==> config.mk <==
export PLATFORM = sky130hd
export DESIGN_NAME = imm_gen_pipe
export DESIGN_NICKNAME = d
export VERILOG_FILES = /design/src/rtl/imm_pkg.sv /design/src/rtl/imm_decode.sv /design/src/rtl/imm_gen_pipe.sv
export SDC_FILE = /design/constraint.sdc
export NUM_CORES = 1
export LEC_CHECK = 0
export BUFFER_PORTS_ARGS = -buffer_cell sky130_fd_sc_hd__buf_2
export CORE_AREA = 2 2 82 84
export CTS_BUF_LIST = sky130_fd_sc_hd__clkbuf_4
export CTS_CLUSTER_SIZE = 14
export DETAILED_ROUTE_END_ITERATION = 16
export DIE_AREA = 0 0 84 86
export PLACE_DENSITY_LB_ADDON = 0.1
export SETUP_SLACK_MARGIN = 0.1
export SLEW_MARGIN = 15
export SYNTH_ARGS = -nofsm -noshare
export SYNTH_HDL_FRONTEND = slang
export SYNTH_SLANG_ARGS = --single-unit
==> constraint.sdc <==
create_clock -name clk -period 3.4 [get_ports clk]
set_clock_uncertainty 0.2 [all_clocks]
set_input_delay 0.17 -clock clk [delete_from_list [all_inputs] [get_ports clk]]
set_output_delay 0.17 -clock clk [all_outputs]
set_load 0.05 [all_outputs]
==> src/rtl/imm_pkg.sv <==
// Shared definitions for the decode-stage immediate generator: immediate
// class codes, extension helpers and the stored-entry layout.
package imm_pkg;

    localparam logic [2:0] IMM_R  = 3'd0;
    localparam logic [2:0] IMM_I  = 3'd1;
    localparam logic [2:0] IMM_S  = 3'd2;
    localparam logic [2:0] IMM_B  = 3'd3;
    localparam logic [2:0] IMM_U  = 3'd4;
    localparam logic [2:0] IMM_J  = 3'd5;
    localparam logic [2:0] IMM_SH = 3'd6;
    localparam logic [2:0] IMM_Z  = 3'd7;

    // Widest immediate and sideband tag an entry can carry.
    localparam int IMM_MAX_W = 64;
    localparam int TAG_MAX_W = 16;

    // Immediates are assembled as a 32-bit word plus a fill bit. The fill bit
    // is what the upper half gets replicated with when XLEN is 64.
    function automatic logic [32:0] sext32(input logic [31:0] v);
        return {v[31], v};
    endfunction

    function automatic logic [32:0] zext32(input logic [31:0] v);
        return {1'b0, v};
    endfunction

    function automatic logic [63:0] widen64(input logic [32:0] fv);
        return {{32{fv[32]}}, fv[31:0]};
    endfunction

    // Entry layout at the widest legal size. The pipeline stores the same
    // {imm, tag} pair, trimmed to its own XLEN/TAG_W.
    typedef struct packed {
        logic [IMM_MAX_W-1:0] imm;
        logic [TAG_MAX_W-1:0] tag;
    } imm_entry_t;

endpackage

==> src/rtl/imm_decode.sv <==
// Combinational immediate decoder: (instruction, class) -> XLEN-bit immediate.
module imm_decode
    import imm_pkg::*;
#(
    parameter int XLEN = 32
) (
    input  logic [31:0]     ins_i,
    input  logic [2:0]      op_i,
    output logic [XLEN-1:0] imm_o
);

    logic [32:0] fv;
    logic        unused_opcode;

    // The major opcode field never contributes to any immediate.
    assign unused_opcode = ^ins_i[6:0];

    // Assemble the low word and the fill bit for the selected class.
    always_comb begin
        fv = 33'd0;
        case (op_i)
            IMM_I:   fv = sext32({{20{ins_i[31]}}, ins_i[31:20]});
            IMM_S:   fv = sext32({{20{ins_i[31]}}, ins_i[31:25], ins_i[11:7]});
            IMM_B:   fv = sext32({{19{ins_i[31]}}, ins_i[31], ins_i[7],
                                  ins_i[30:25], ins_i[11:8], 1'b0});
            IMM_U:   fv = sext32({ins_i[31:12], 12'd0});
            IMM_J:   fv = sext32({{11{ins_i[31]}}, ins_i[31], ins_i[19:12],
                                  ins_i[20], ins_i[30:21], 1'b0});
            IMM_SH:  fv = (XLEN == 64) ? zext32({26'd0, ins_i[25:20]})
                                       : zext32({27'd0, ins_i[24:20]});
            IMM_Z:   fv = zext32({27'd0, ins_i[19:15]});
            default: fv = 33'd0;
        endcase
    end

    generate
        if (XLEN == 64) begin : g_xlen64
            assign imm_o = widen64(fv);
        end else begin : g_xlen32
            logic unused_fill;
            assign unused_fill = fv[32];
            assign imm_o       = fv[31:0];
        end
    endgenerate

endmodule

==> src/rtl/imm_gen_pipe.sv <==
// Registered immediate generator with valid/ready on both sides. A main
// register (M) drives the outputs; a skid register (K) absorbs the one entry
// that can arrive while M is stalled, so in_ready depends on state only.
module imm_gen_pipe
    import imm_pkg::*;
#(
    parameter int XLEN  = 32,
    parameter int TAG_W = 5
) (
    input  logic             clk,
    input  logic             rst,
    input  logic             in_valid,
    output logic             in_ready,
    input  logic [31:0]      in_ins,
    input  logic [2:0]       in_op,
    input  logic [TAG_W-1:0] in_tag,
    output logic             out_valid,
    input  logic             out_ready,
    output logic [XLEN-1:0]  out_imm,
    output logic [TAG_W-1:0] out_tag
);

    typedef struct packed {
        logic [XLEN-1:0]  imm;
        logic [TAG_W-1:0] tag;
    } entry_t;

    logic [XLEN-1:0] dec_imm;
    entry_t          new_e;
    entry_t          m_q, m_d;
    entry_t          k_q, k_d;
    logic            m_valid_q, m_valid_d;
    logic            k_valid_q, k_valid_d;
    logic            m_load, k_load;
    logic            accept, pop;

    // Decoding happens before storage, so M and K hold finished immediates.
    imm_decode #(.XLEN(XLEN)) u_decode (
        .ins_i (in_ins),
        .op_i  (in_op),
        .imm_o (dec_imm)
    );

    assign new_e.imm = dec_imm;
    assign new_e.tag = in_tag;

    // Ready is held low throughout reset, otherwise purely from K occupancy.
    assign in_ready  = ~k_valid_q & ~rst;
    assign accept    = in_valid & in_ready;
    assign pop       = m_valid_q & out_ready;

    assign out_valid = m_valid_q;
    assign out_imm   = m_q.imm;
    assign out_tag   = m_q.tag;

    // Skid control: refill M from K first to keep FIFO order, otherwise from
    // the input; park the input in K only when M is full and stalled.
    always_comb begin
        m_d       = m_q;
        k_d       = k_q;
        m_valid_d = m_valid_q;
        k_valid_d = k_valid_q;
        m_load    = 1'b0;
        k_load    = 1'b0;
        if (!m_valid_q || pop) begin
            if (k_valid_q) begin
                m_d       = k_q;
                m_load    = 1'b1;
                m_valid_d = 1'b1;
                k_valid_d = accept;
                if (accept) begin
                    k_d    = new_e;
                    k_load = 1'b1;
                end
            end else if (accept) begin
                m_d       = new_e;
                m_load    = 1'b1;
                m_valid_d = 1'b1;
            end else begin
                m_valid_d = 1'b0;
            end
        end else if (accept) begin
            k_d       = new_e;
            k_load    = 1'b1;
            k_valid_d = 1'b1;
        end
    end

    // State and entry registers; data words change only when loaded.
    always_ff @(posedge clk or posedge rst) begin
        if (rst) begin
            m_valid_q <= 1'b0;
            k_valid_q <= 1'b0;
            m_q       <= '0;
            k_q       <= '0;
        end else begin
            m_valid_q <= m_valid_d;
            k_valid_q <= k_valid_d;
            if (m_load) begin
                m_q <= m_d;
            end
            if (k_load) begin
                k_q <= k_d;
            end
        end
    end

endmodule

==> flow_metrics.env <==
export IMPL_outcome="completed"
export IMPL_grt_max_degree=77
export IMPL_p_sw_uw=986
export IMPL_clock_path_buffers=2
export IMPL_first_global_vias=2944
export IMPL_diodes=0
export IMPL_die_x_um=84
export IMPL_syn_area_per_cell_sq_um=9.58
export IMPL_p_leak_uw=0.00212
export IMPL_dieArea_sq_mm=0.00722
export IMPL_grt_antenna_before_repair=0
export IMPL_ys_dominant_reg_cell="dfrtp_1"
export IMPL_nFillCells=512
export IMPL_clock_latency_ns=0.42
export IMPL_final_core_util=0.711
export IMPL_wl_per_cell_um=16.0
export IMPL_gp_congestion=0.770
export IMPL_drc=0
export IMPL_clkTransAtPathRegs_ns=0.12
export IMPL_crit_start="out_ready"
export IMPL_syn_num_nets=428
export IMPL_num_rows=29
export IMPL_synthCells=384
export IMPL_ios=83
export IMPL_numCtsBuffers=9
export IMPL_vias=3138
export IMPL_routed_wirelength_um=8780
export IMPL_critPathRequiredTime_ns=3.50
export IMPL_cap_viol_max_count=0
export IMPL_maxSlewHeadroom=0.364
export IMPL_die_y_um=86
export IMPL_worstReg2RegStart="out_valid"
export IMPL_p_seq_frac=0.444
export IMPL_seq_area_frac_synth=0.517
export IMPL_portBuffers=75
export IMPL_ctsRootBufferMaster="clkbuf_4"
export IMPL_finalSetupViolations=0
export IMPL_cts_tree="built"
export IMPL_async_reset_ff_frac=1.00
export IMPL_numClockSinks=76
export IMPL_worstPathMaxFanout=52
export IMPL_synth_distinct_cells=37
export IMPL_finalSetupTns_ns=0
export IMPL_nets=511
export IMPL_multi_input_comb_area_sq_mm=0.00159
export IMPL_hold_start="in_ins[11]"
export IMPL_synth_edff_count=0
export IMPL_first_pass_iters=5
export IMPL_end_kind="flip-flop"
export IMPL_p_sw_frac=0.365
export IMPL_intPower_uw=1710
export IMPL_worstPathArrival_ns=2.35
export IMPL_yosysWarningCount=0
export IMPL_worstMarginPinSlew_ns=0.955
export IMPL_grt_pass1_wl_um=14600
export IMPL_drt_initial_drc_count=180
export IMPL_core_area_sq_mm=0.00628
export IMPL_syn_to_final_growth_pct=21.2
export IMPL_synth_seq_cells=76
export IMPL_drive_above_1_share=0.242
export IMPL_p_clk_frac=0.253
export IMPL_grt_setup_unrepaired="no"
export IMPL_cts_resized_gates=0
export IMPL_syn_area_sq_mm=0.00368
export IMPL_postRouteAntennaNets=0
export IMPL_gr_total_overflow=0
export IMPL_vias_per_cell=5.72
export IMPL_fmax_ghz=0.444
export IMPL_htreeDepth=3
export IMPL_finalCritPeriodShare=0.662
export IMPL_critPathLaunchType="input pin"
export IMPL_finalHoldViolCount=0
export IMPL_final_min_clock_period_ns=2.25
export IMPL_track_usage=0.257
export IMPL_p_per_area_mw_per_mm2=605
export IMPL_p_comb_frac=0.303
export IMPL_path_class="in -> reg"
export IMPL_initial_utilization=0.586
export IMPL_hp_class="in -> reg"
export IMPL_dp_final_hpwl_um=5570
export IMPL_timing_final_max_slew_violations=0
export IMPL_regArea_sq_mm=0.00190
export IMPL_ir_drop_mv=0.362
layer usage:
metal  up-vias  GRT usage  share of wire  wire (um)
li1       1523          -              -          -
met1      1508      0.356           0.45       3920
met2        93      0.416           0.49       4290
met3        14     0.0433          0.047        416
met4         0     0.0894          0.018        157
met5         -          0              0          0
layout make-up:
cell class	count	share of cell area
inverter	4	0.00337
clock buffer	10	0.0168
clock inverter	6	0.0230
tap	77	0.0216
sequential	76	0.426
multi-input combinational	269	0.356
timing repair buffer	107	0.153
synthesized netlist by cell type (2+ instances only):
cell,instances,area share
nand3_1,13,0.018
buf_2,13,0.018
inv_1,3,0.0031
mux2_4,4,0.016
o21ai_1,2,0.0027
nand2_1,73,0.074
buf_6,3,0.0092
dfrtp_1,76,0.52
nand2b_1,4,0.0068
clkbuf_1,14,0.014
nor2b_1,3,0.0051
o211ai_1,12,0.024
a21oi_1,7,0.0095
a211oi_1,4,0.0082
o21ai_0,50,0.068
and3_1,4,0.0068
nor2_1,11,0.011
mux2_2,6,0.018
nand3b_1,9,0.018
and2_1,7,0.012
mux2i_1,11,0.030
nor3_1,2,0.0027
nand4_1,9,0.015
o31ai_1,7,0.014
buf_4,4,0.0082
nand4b_1,4,0.0095
a31oi_1,18,0.031
nor2_2,2,0.0034
state kept, by name, summed over array words and instances (netlist names):
register and flops:
k_q 37, out_imm 32, out_tag 5, k_valid_q 1, out_valid 1
metrics by stage:
step                      instance area (sq um)  power (uW)  instances  hold WS [ns]  setup WS [ns]
after global routing                       4460        2830        549        0.0270           1.02
after global placement                     4020        1990        507         0.221           1.24
final                                      4460        2700        549       0.00906           1.15
after detailed placement                   4020        2010        507         0.223           1.18
after floorplan                            3680        1810        384         0.106          0.459
after CTS                                  4460        2710        549       0.00140           1.14
cell usage in the layout (no fill, tap or decap), types with 2 or more instances in the layout:
cell	netlist	layout
dfrtp_1	76	76
buf_2	13	75
nand2_1	73	73
o21ai_0	50	50
dlygate4sd3_1	0	26
a31oi_1	18	18
nand3_1	13	13
o211ai_1	12	12
nor2_1	11	11
mux2i_1	11	11
clkbuf_4	0	10
nand4_1	9	9
nand3b_1	9	9
and2_1	7	7
a21oi_1	7	7
o31ai_1	7	7
mux2_2	6	6
buf_4	4	6
nand2b_1	4	4
and3_1	4	4
mux2_4	4	4
nand4b_1	4	4
a211oi_1	4	4
nor2b_1	3	3
bufinv_16	0	3
nor2_2	2	2
inv_2	1	2
inv_1	3	2
nor3_1	2	2
clkinv_1	0	2
worst paths after layout:
check                              end  slack, ns  cells past startpoint
max reg2reg                    k_q[35]       1.21                      5
max                            k_q[35]       1.15                      7
min reg2reg                out_imm[14]       0.28                      2
min in group asynchronous       k_q[3]       0.46                      4
min                             k_q[9]      0.009                      4
max in group asynchronous       k_q[9]       1.92                      4
power by group through the flow:
stage / combinational, uW / sequential (uW) / clock [uW]
2_1_floorplan: 294 / 1520 / 0
3_3_place_gp: 783 / 1200 / 0
3_5_place_dp: 797 / 1210 / 0
4_1_cts: 822 / 1200 / 695
5_1_grt: 883 / 1220 / 729
6_report: 818 / 1200 / 683
worst max-delay path, stage by stage:
cell and delay [ns]:
dlygate4sd3_1 0.53, buf_2 0.12, nand2b_4 0.23, nand4b_4 0.70, buf_4 0.44, nand2_1 0.07
o21ai_0 0.07
timing repair:
action                                 in CTS  in global routing
hold buffers                               26                  0
endpoints found under the hold margin     131                  0
buffers inserted                            0                  0
cell families (layout without fill, tap and decap cells):
family,after synthesis,after routing,synth area share
AO/OA/AOI/OAI,103,103,0.167
buffers and inverters,39,127,0.0544
flip-flops,76,76,0.517
multiplexers,21,21,0.0646
AND/OR/NAND/NOR,145,145,0.198
No activity file was read; power rests on OpenSTA's default activity.
